`src/rtl/hazard_scoreboard_pkg.sv`:
```
// rtl/hazard_scoreboard_pkg.sv - shared defaults and counter sizing for the hazard scoreboard
package hazard_pkg;

    localparam int DEF_NUM_REGS    = 32;
    localparam int DEF_ALU_LAT     = 2;
    localparam int DEF_LOAD_LAT    = 3;
    localparam int DEF_FWD_SLACK   = 2;
    localparam int DEF_STALL_CNT_W = 16;

    // Busy counters must hold the longest latency (a load).
    function automatic int cnt_width(input int load_lat);
        return (load_lat < 1) ? 1 : $clog2(load_lat + 1);
    endfunction

endpackage

```
`src/rtl/hazard_scoreboard_if.sv`:
```
// rtl/hazard_scoreboard_if.sv - decode-stage request/decision bundle between decoder and scoreboard
interface hazard_scoreboard_if import hazard_pkg::*; #(
    parameter int NUM_REGS    = DEF_NUM_REGS,
    parameter int STALL_CNT_W = DEF_STALL_CNT_W
);
    localparam int AW = (NUM_REGS > 1) ? $clog2(NUM_REGS) : 1;

    logic                   id_valid;
    logic [AW-1:0]          src_a;
    logic [AW-1:0]          src_b;
    logic                   use_a;
    logic                   use_b;
    logic                   is_ctrl;
    logic [AW-1:0]          dest;
    logic                   reg_write;
    logic                   mem_read;
    logic                   flush;
    logic                   PCWrite;
    logic                   DecodeRegWrite;
    logic                   MuxControl;
    logic                   issue;
    logic [STALL_CNT_W-1:0] stall_count;

    modport master (
        output id_valid, src_a, src_b, use_a, use_b, is_ctrl, dest, reg_write, mem_read, flush,
        input  PCWrite, DecodeRegWrite, MuxControl, issue, stall_count
    );

    modport slave (
        input  id_valid, src_a, src_b, use_a, use_b, is_ctrl, dest, reg_write, mem_read, flush,
        output PCWrite, DecodeRegWrite, MuxControl, issue, stall_count
    );

endinterface

```
`src/rtl/hazard_scoreboard_reg_busy_counter.sv`:
```
// rtl/hazard_scoreboard_reg_busy_counter.sv - per-register remaining-latency counter
module reg_busy_counter #(
    parameter int W = 2
) (
    input  logic         clk_i,
    input  logic         rst_i,
    input  logic         load_i,
    input  logic [W-1:0] load_val_i,
    output logic [W-1:0] cnt_o
);
    logic [W-1:0] cnt_q;
    logic [W-1:0] cnt_d;

    // A new producer overrides the ongoing countdown; idle counters hold at zero.
    always_comb begin
        cnt_d = cnt_q;
        if (load_i) begin
            cnt_d = load_val_i;
        end else if (cnt_q != '0) begin
            cnt_d = cnt_q - 1'b1;
        end
    end

    always_ff @(posedge clk_i or posedge rst_i) begin
        if (rst_i) begin
            cnt_q <= '0;
        end else begin
            cnt_q <= cnt_d;
        end
    end

    assign cnt_o = cnt_q;

endmodule

```
`src/rtl/hazard_scoreboard.sv`:
```
// rtl/hazard_scoreboard.sv - decode-stage RAW hazard detector with per-register busy counters
module hazard_scoreboard import hazard_pkg::*; #(
    parameter int NUM_REGS    = DEF_NUM_REGS,
    parameter int ALU_LAT     = DEF_ALU_LAT,
    parameter int LOAD_LAT    = DEF_LOAD_LAT,
    parameter int FORWARD_EN  = 1,
    parameter int FWD_SLACK   = DEF_FWD_SLACK,
    parameter int STALL_CNT_W = DEF_STALL_CNT_W
) (
    input  logic Clk,
    input  logic Reset,
    hazard_scoreboard_if.slave sb
);
    localparam int CW = cnt_width(LOAD_LAT);
    localparam int AW = (NUM_REGS > 1) ? $clog2(NUM_REGS) : 1;

    logic [CW-1:0]          cnt [NUM_REGS];
    logic [CW-1:0]          thr_w;
    logic [CW-1:0]          lat_w;
    logic                   live_w;
    logic                   hazard_w;
    logic                   issue_w;
    logic [STALL_CNT_W-1:0] stall_q;
    logic [STALL_CNT_W-1:0] stall_d;

    assign cnt[0] = '0;

    // Control consumers resolve in decode, so forwarding cannot cover them.
    always_comb begin
        thr_w    = (sb.is_ctrl || (FORWARD_EN == 0)) ? '0 : CW'(FWD_SLACK);
        lat_w    = sb.mem_read ? CW'(LOAD_LAT) : CW'(ALU_LAT);
        live_w   = sb.id_valid && !sb.flush;
        hazard_w = live_w && ((sb.use_a && (cnt[sb.src_a] > thr_w)) ||
                              (sb.use_b && (cnt[sb.src_b] > thr_w)));
        issue_w  = live_w && !hazard_w;
    end

    generate
        for (genvar r = 1; r < NUM_REGS; r++) begin : g_busy
            logic load_w;
            assign load_w = issue_w && sb.reg_write && (sb.dest == AW'(r));
            reg_busy_counter #(.W(CW)) u_cnt (
                .clk_i      (Clk),
                .rst_i      (Reset),
                .load_i     (load_w),
                .load_val_i (lat_w),
                .cnt_o      (cnt[r])
            );
        end
    endgenerate

    always_comb begin
        stall_d = stall_q;
        if (hazard_w && (stall_q != '1)) begin
            stall_d = stall_q + 1'b1;
        end
    end

    always_ff @(posedge Clk or posedge Reset) begin
        if (Reset) begin
            stall_q <= '0;
        end else begin
            stall_q <= stall_d;
        end
    end

    assign sb.PCWrite        = !hazard_w;
    assign sb.DecodeRegWrite = !hazard_w;
    assign sb.MuxControl     = !hazard_w;
    assign sb.issue          = issue_w;
    assign sb.stall_count    = stall_q;

endmodule
```
`src/flat_wrapper.sv`:
```
// flat-port wrapper written by rule: the top's interface ports become plain ports
module hazard_scoreboard_flat import hazard_pkg::*;
#(
    parameter int NUM_REGS    = DEF_NUM_REGS,
    parameter int ALU_LAT     = DEF_ALU_LAT,
    parameter int LOAD_LAT    = DEF_LOAD_LAT,
    parameter int FORWARD_EN  = 1,
    parameter int FWD_SLACK   = DEF_FWD_SLACK,
    parameter int STALL_CNT_W = DEF_STALL_CNT_W
)
  (Clk, Reset, sb_id_valid, sb_src_a, sb_src_b, sb_use_a, sb_use_b, sb_is_ctrl, sb_dest, sb_reg_write, sb_mem_read, sb_flush, sb_PCWrite, sb_DecodeRegWrite, sb_MuxControl, sb_issue, sb_stall_count);
  hazard_scoreboard_if #(.NUM_REGS(NUM_REGS), .STALL_CNT_W(STALL_CNT_W)) sb_i ();
  input  logic Clk;
  input  logic Reset;
  input wire logic [$bits(sb_i.id_valid)-1:0] sb_id_valid;
  input wire logic [$bits(sb_i.src_a)-1:0] sb_src_a;
  input wire logic [$bits(sb_i.src_b)-1:0] sb_src_b;
  input wire logic [$bits(sb_i.use_a)-1:0] sb_use_a;
  input wire logic [$bits(sb_i.use_b)-1:0] sb_use_b;
  input wire logic [$bits(sb_i.is_ctrl)-1:0] sb_is_ctrl;
  input wire logic [$bits(sb_i.dest)-1:0] sb_dest;
  input wire logic [$bits(sb_i.reg_write)-1:0] sb_reg_write;
  input wire logic [$bits(sb_i.mem_read)-1:0] sb_mem_read;
  input wire logic [$bits(sb_i.flush)-1:0] sb_flush;
  output wire logic [$bits(sb_i.PCWrite)-1:0] sb_PCWrite;
  output wire logic [$bits(sb_i.DecodeRegWrite)-1:0] sb_DecodeRegWrite;
  output wire logic [$bits(sb_i.MuxControl)-1:0] sb_MuxControl;
  output wire logic [$bits(sb_i.issue)-1:0] sb_issue;
  output wire logic [$bits(sb_i.stall_count)-1:0] sb_stall_count;
  assign sb_i.id_valid = sb_id_valid;
  assign sb_i.src_a = sb_src_a;
  assign sb_i.src_b = sb_src_b;
  assign sb_i.use_a = sb_use_a;
  assign sb_i.use_b = sb_use_b;
  assign sb_i.is_ctrl = sb_is_ctrl;
  assign sb_i.dest = sb_dest;
  assign sb_i.reg_write = sb_reg_write;
  assign sb_i.mem_read = sb_mem_read;
  assign sb_i.flush = sb_flush;
  assign sb_PCWrite = sb_i.PCWrite;
  assign sb_DecodeRegWrite = sb_i.DecodeRegWrite;
  assign sb_MuxControl = sb_i.MuxControl;
  assign sb_issue = sb_i.issue;
  assign sb_stall_count = sb_i.stall_count;
  hazard_scoreboard #(.NUM_REGS(NUM_REGS), .ALU_LAT(ALU_LAT), .LOAD_LAT(LOAD_LAT), .FORWARD_EN(FORWARD_EN), .FWD_SLACK(FWD_SLACK), .STALL_CNT_W(STALL_CNT_W)) u_core (.Clk(Clk), .Reset(Reset), .sb(sb_i));
endmodule
```
`config.mk`:
```
export PLATFORM = sky130hd
export DESIGN_NAME = hazard_scoreboard_flat
export DESIGN_NICKNAME = d
export VERILOG_FILES = /design/src/rtl/hazard_scoreboard_pkg.sv /design/src/rtl/hazard_scoreboard_if.sv /design/src/rtl/hazard_scoreboard_reg_busy_counter.sv /design/src/rtl/hazard_scoreboard.sv /design/src/flat_wrapper.sv
export SDC_FILE = /design/constraint.sdc
export NUM_CORES = 1
export LEC_CHECK = 0
export ABC_CLOCK_PERIOD_IN_PS = 6500
export CAP_MARGIN = 5
export CELL_PAD_IN_SITES_DETAIL_PLACEMENT = 1
export CELL_PAD_IN_SITES_GLOBAL_PLACEMENT = 2
export CORE_MARGIN = 8
export CORE_UTILIZATION = 42
export CTS_CLUSTER_DIAMETER = 30
export DETAILED_ROUTE_END_ITERATION = 12
export PLACE_DENSITY = 0.83
export SYNTH_ARGS = -nofsm -noshare
export SYNTH_HDL_FRONTEND = slang
export SYNTH_HIERARCHICAL = 1
export SYNTH_SLANG_ARGS = --single-unit
```
`constraint.sdc`:
```
create_clock -name Clk -period 6.5 [get_ports Clk]
set_input_delay 0.65 -clock Clk [delete_from_list [all_inputs] [get_ports Clk]]
set_output_delay 0.65 -clock Clk [all_outputs]
set_load 0.05 [all_outputs]
```
==> results.md <==
* Commonest non-fill, non-tap cells in the layout: inv_1 (100), nand2_1 (82), dfrtp_1 (78), xor2_1 (42), clkdlybuf4s50_1 (38)
* Post-synth EDFFs at 0
* Router iterations before antenna repair at 4
* DRC at 0
* RSZ-0062 raised after global routing: no
* Ports at 44
* Synth warn at 6
* Worst VDD drop at 225 uV
* Crit path kind: in -> out
* Synth Flop Type: dfrtp_1
* Synth Instances at 632
* Setup ws final at 1.02 ns
* Die height at 139 microns
* Synthesis-to-layout area growth at 15.2%
* Largest net degree at the start of global routing at 38
* CTS root buffer: clkbuf_16
* Critical path's slowest cell: clkdlybuf4s50_1
* Yosys top cell by area: dfrtp_1
* Die ar. at 19300 sq um
* DP HPWL at 13400 microns
* DRT iter0 DRCs at 253
* Required time of the critical path at 5.85 ns
* Reg clk slew, reported paths at 0.06 ns
* Commonest non-fill, non-tap cell in the layout: inv_1
* Final slew viol count at 0
* WL per Instance at 20.1 microns
* Core footprint at 15000 sq um
* Grt ovf at 0
* Layout cells sized above 1 at 0.185
* Diode count at 0
* Crit path max fanout at 14
* HP Class: reg -> reg
* Critical path cell sequence: clkdlybuf4s50_1, mux4_1, mux4_2, mux2_2, ha_1, mux2_2, nand4_1, nand4_2, nand2_1, buf_12
* # Post-CTS Setup Buffers at 0
* Resize count post-CTS at 0
* Number of global-route vias before repair at 5410
* Worst-Margin Slew at 0.918 ns
* TritonCTS buffer count at 9
* Clk_lat worst skew at 0.35 ns
* CTS Buffer Depth at 2
* Final Hold Vio Count at 0
* First-pass GRT wire length at 29600 microns
* TritonCTS Sinks at 78
* Fin crit period at 5.48 ns
* Post-synthesis async set-or-reset flop share at 1.00
* Crit. End Element: primary output
* Final period utilization at 0.842
* CP Launch Type: input pin
* Routability cong. at 0.878
* Yosys reg bits at 78
* Hold buffer count at CTS at 0
* Vias per inst at 5.40
* Nets at 757
* Status: finished clean
* CP Data Arrival Time at 4.83 ns
* Cell Pwr Density at 449 nW/um^2
* Die W at 139 microns
* Switching part of the total at 0.410
* Flop pwr share at 0.329
* Number of max-cap violations at 0
* Row count at 45
* FMAX at 183 MHz
* Post-synth top area share at 0.308
* Slew HR at 0.386
* P_int at 1.93 mW
* Cell variety after synth at 44
* Final setup violation count at 0
* Most common cell on crit path: mux2_2
* Mapped cell area at 6340 sq um
* LEAKAGE at 3.32 nW
* H-tree levels at 3
* Total track usage at 0.194
* Total net switching power at 1.34 mW
* Initial Util at 0.423
* Synth top area cells: dfrtp_1 (31%), mux4_2 (8.9%), nor2b_4 (6.7%)
* Setup TNS at 0 ns
* Critical path's largest stage delay at 1.07 ns
* DP Area at 6980 sq um
* Pre-CTS WS at 0.898 ns
* CTS tree: built
* Antenna-violating nets left at 0
* Final Cell Area at 7300 sq um
* Avg Cell Area, Syn at 10.0 sq um
* Initial antenna violation count at 0
* Comb power frac at 0.501
* Port Buffers at 43
* Clock power frac at 0.170
* Total Routed Length at 17900 microns
* Worst clock skew at 0.00558 ns
* DR vias at 4813
* Seq/Total Area, Yosys at 0.308
==> worst max-delay path: cells and delay by family <==
kind | cells | cell delay, ns
adder cells (fa/ha/maj) | 1 | 0.34
buffers and inverters | 2 | 1.25
multiplexers | 4 | 1.75
AND/OR/NAND/NOR | 3 | 0.81
==> path summary, 6_finish.rpt <==
path	end	slack (ns)	cells past startpoint	startpoint
max	sb_MuxControl	1.02	10	sb_src_a[0]
min	u_core/sb.stall_count[15]	0.49	1	u_core/sb.stall_count[15]
max reg2reg	u_core/g_busy[6].u_cnt/cnt_o[0]	2.32	10	u_core/g_busy[21].u_cnt/cnt_o[1]
min reg2reg	u_core/sb.stall_count[15]	0.49	1	u_core/sb.stall_count[15]
max in group asynchronous	u_core/sb.stall_count[9]	5.05	3	Reset
min in group asynchronous	u_core/g_busy[24].u_cnt/cnt_o[1]	0.77	3	Reset
==> cell type report <==
cell class | count | area, sq um
inverters | 100 | 375
fillers | 1671 | 7680
flip-flops and latches | 78 | 1950
clock buffers | 9 | 225
repair buffers | 49 | 510
clock inverters | 7 | 98.8
well taps | 188 | 235
multi-input cells | 461 | 3900
==> state kept, by name, indices dropped and copies added (netlist names) <==
signal and cells:
u_core/sb.stall_count 16, u_core/g_busy.u_cnt/cnt_o 62
==> cell families after synthesis <==
kind of cell	Yosys count	share of synthesized area
DFF	78	0.308
adders and majority gates	34	0.0671
muxes	45	0.138
xor gates and xnor gates	45	0.0622
and+or+nand+nor	236	0.236
buffers and inverters	123	0.0938
other	1	0.000592
AOI/OAI and AO/OA	70	0.0946
==> synth_stat cells, types with 2 or more instances <==
library cell	count
inv_1	100
nand2_1	82
dfrtp_1	78
xor2_1	42
ha_1	34
nor2b_1	33
o21ai_0	32
nor2b_4	31
nor3_1	31
o31ai_2	31
mux4_2	25
nand3_1	14
nor3b_1	11
mux2_2	10
nand4_1	7
mux4_1	6
and3_1	5
nand4b_1	5
buf_6	4
clkbuf_8	4
mux2i_1	4
a31oi_1	3
and4_1	3
buf_2	3
buf_4	3
buf_8	3
clkbuf_1	3
nor2_1	3
xnor2_1	3
and2b_2	2
clkdlybuf4s25_2	2
nand3b_1	2
or2b_2	2
==> layer usage <==
metal	wire length (microns)	share of wire	track usage	vias up
met5	0	0	0	-
met4	340	0.019	0.0670	0
met3	833	0.047	0.0303	22
met2	8930	0.50	0.331	97
met1	7780	0.43	0.244	2444
li1	-	-	-	2250
==> per-stage QoR <==
| stage | power (mW) | cells | utilization | hold WS, ns |
|---|---|---|---|---|
| final | 3.27 | 892 | 0.487 | 0.494 |
| after global routing | 3.53 | 892 | 0.487 | 0.525 |
| after CTS | 3.31 | 892 | 0.487 | 0.501 |
| after detailed placement | 2.72 | 876 | 0.466 | 0.479 |
| after global placement | 2.57 | 876 | 0.466 | 0.472 |
| after floorplan | 2.29 | 662 | - | 0.391 |
==> power groups by stage <==
| stage | clock network (mW) | registers, mW | logic (mW) |
|---|---|---|---|
| 5_1_grt | 0.592 | 1.11 | 1.83 |
| 2_1_floorplan | 0 | 0.983 | 1.31 |
| 4_1_cts | 0.569 | 1.08 | 1.66 |
| 6_report | 0.557 | 1.08 | 1.64 |
| 3_5_place_dp | 0 | 1.08 | 1.64 |
| 3_3_place_gp | 0 | 1.06 | 1.51 |
No activity file was read; power rests on OpenSTA's default activity.
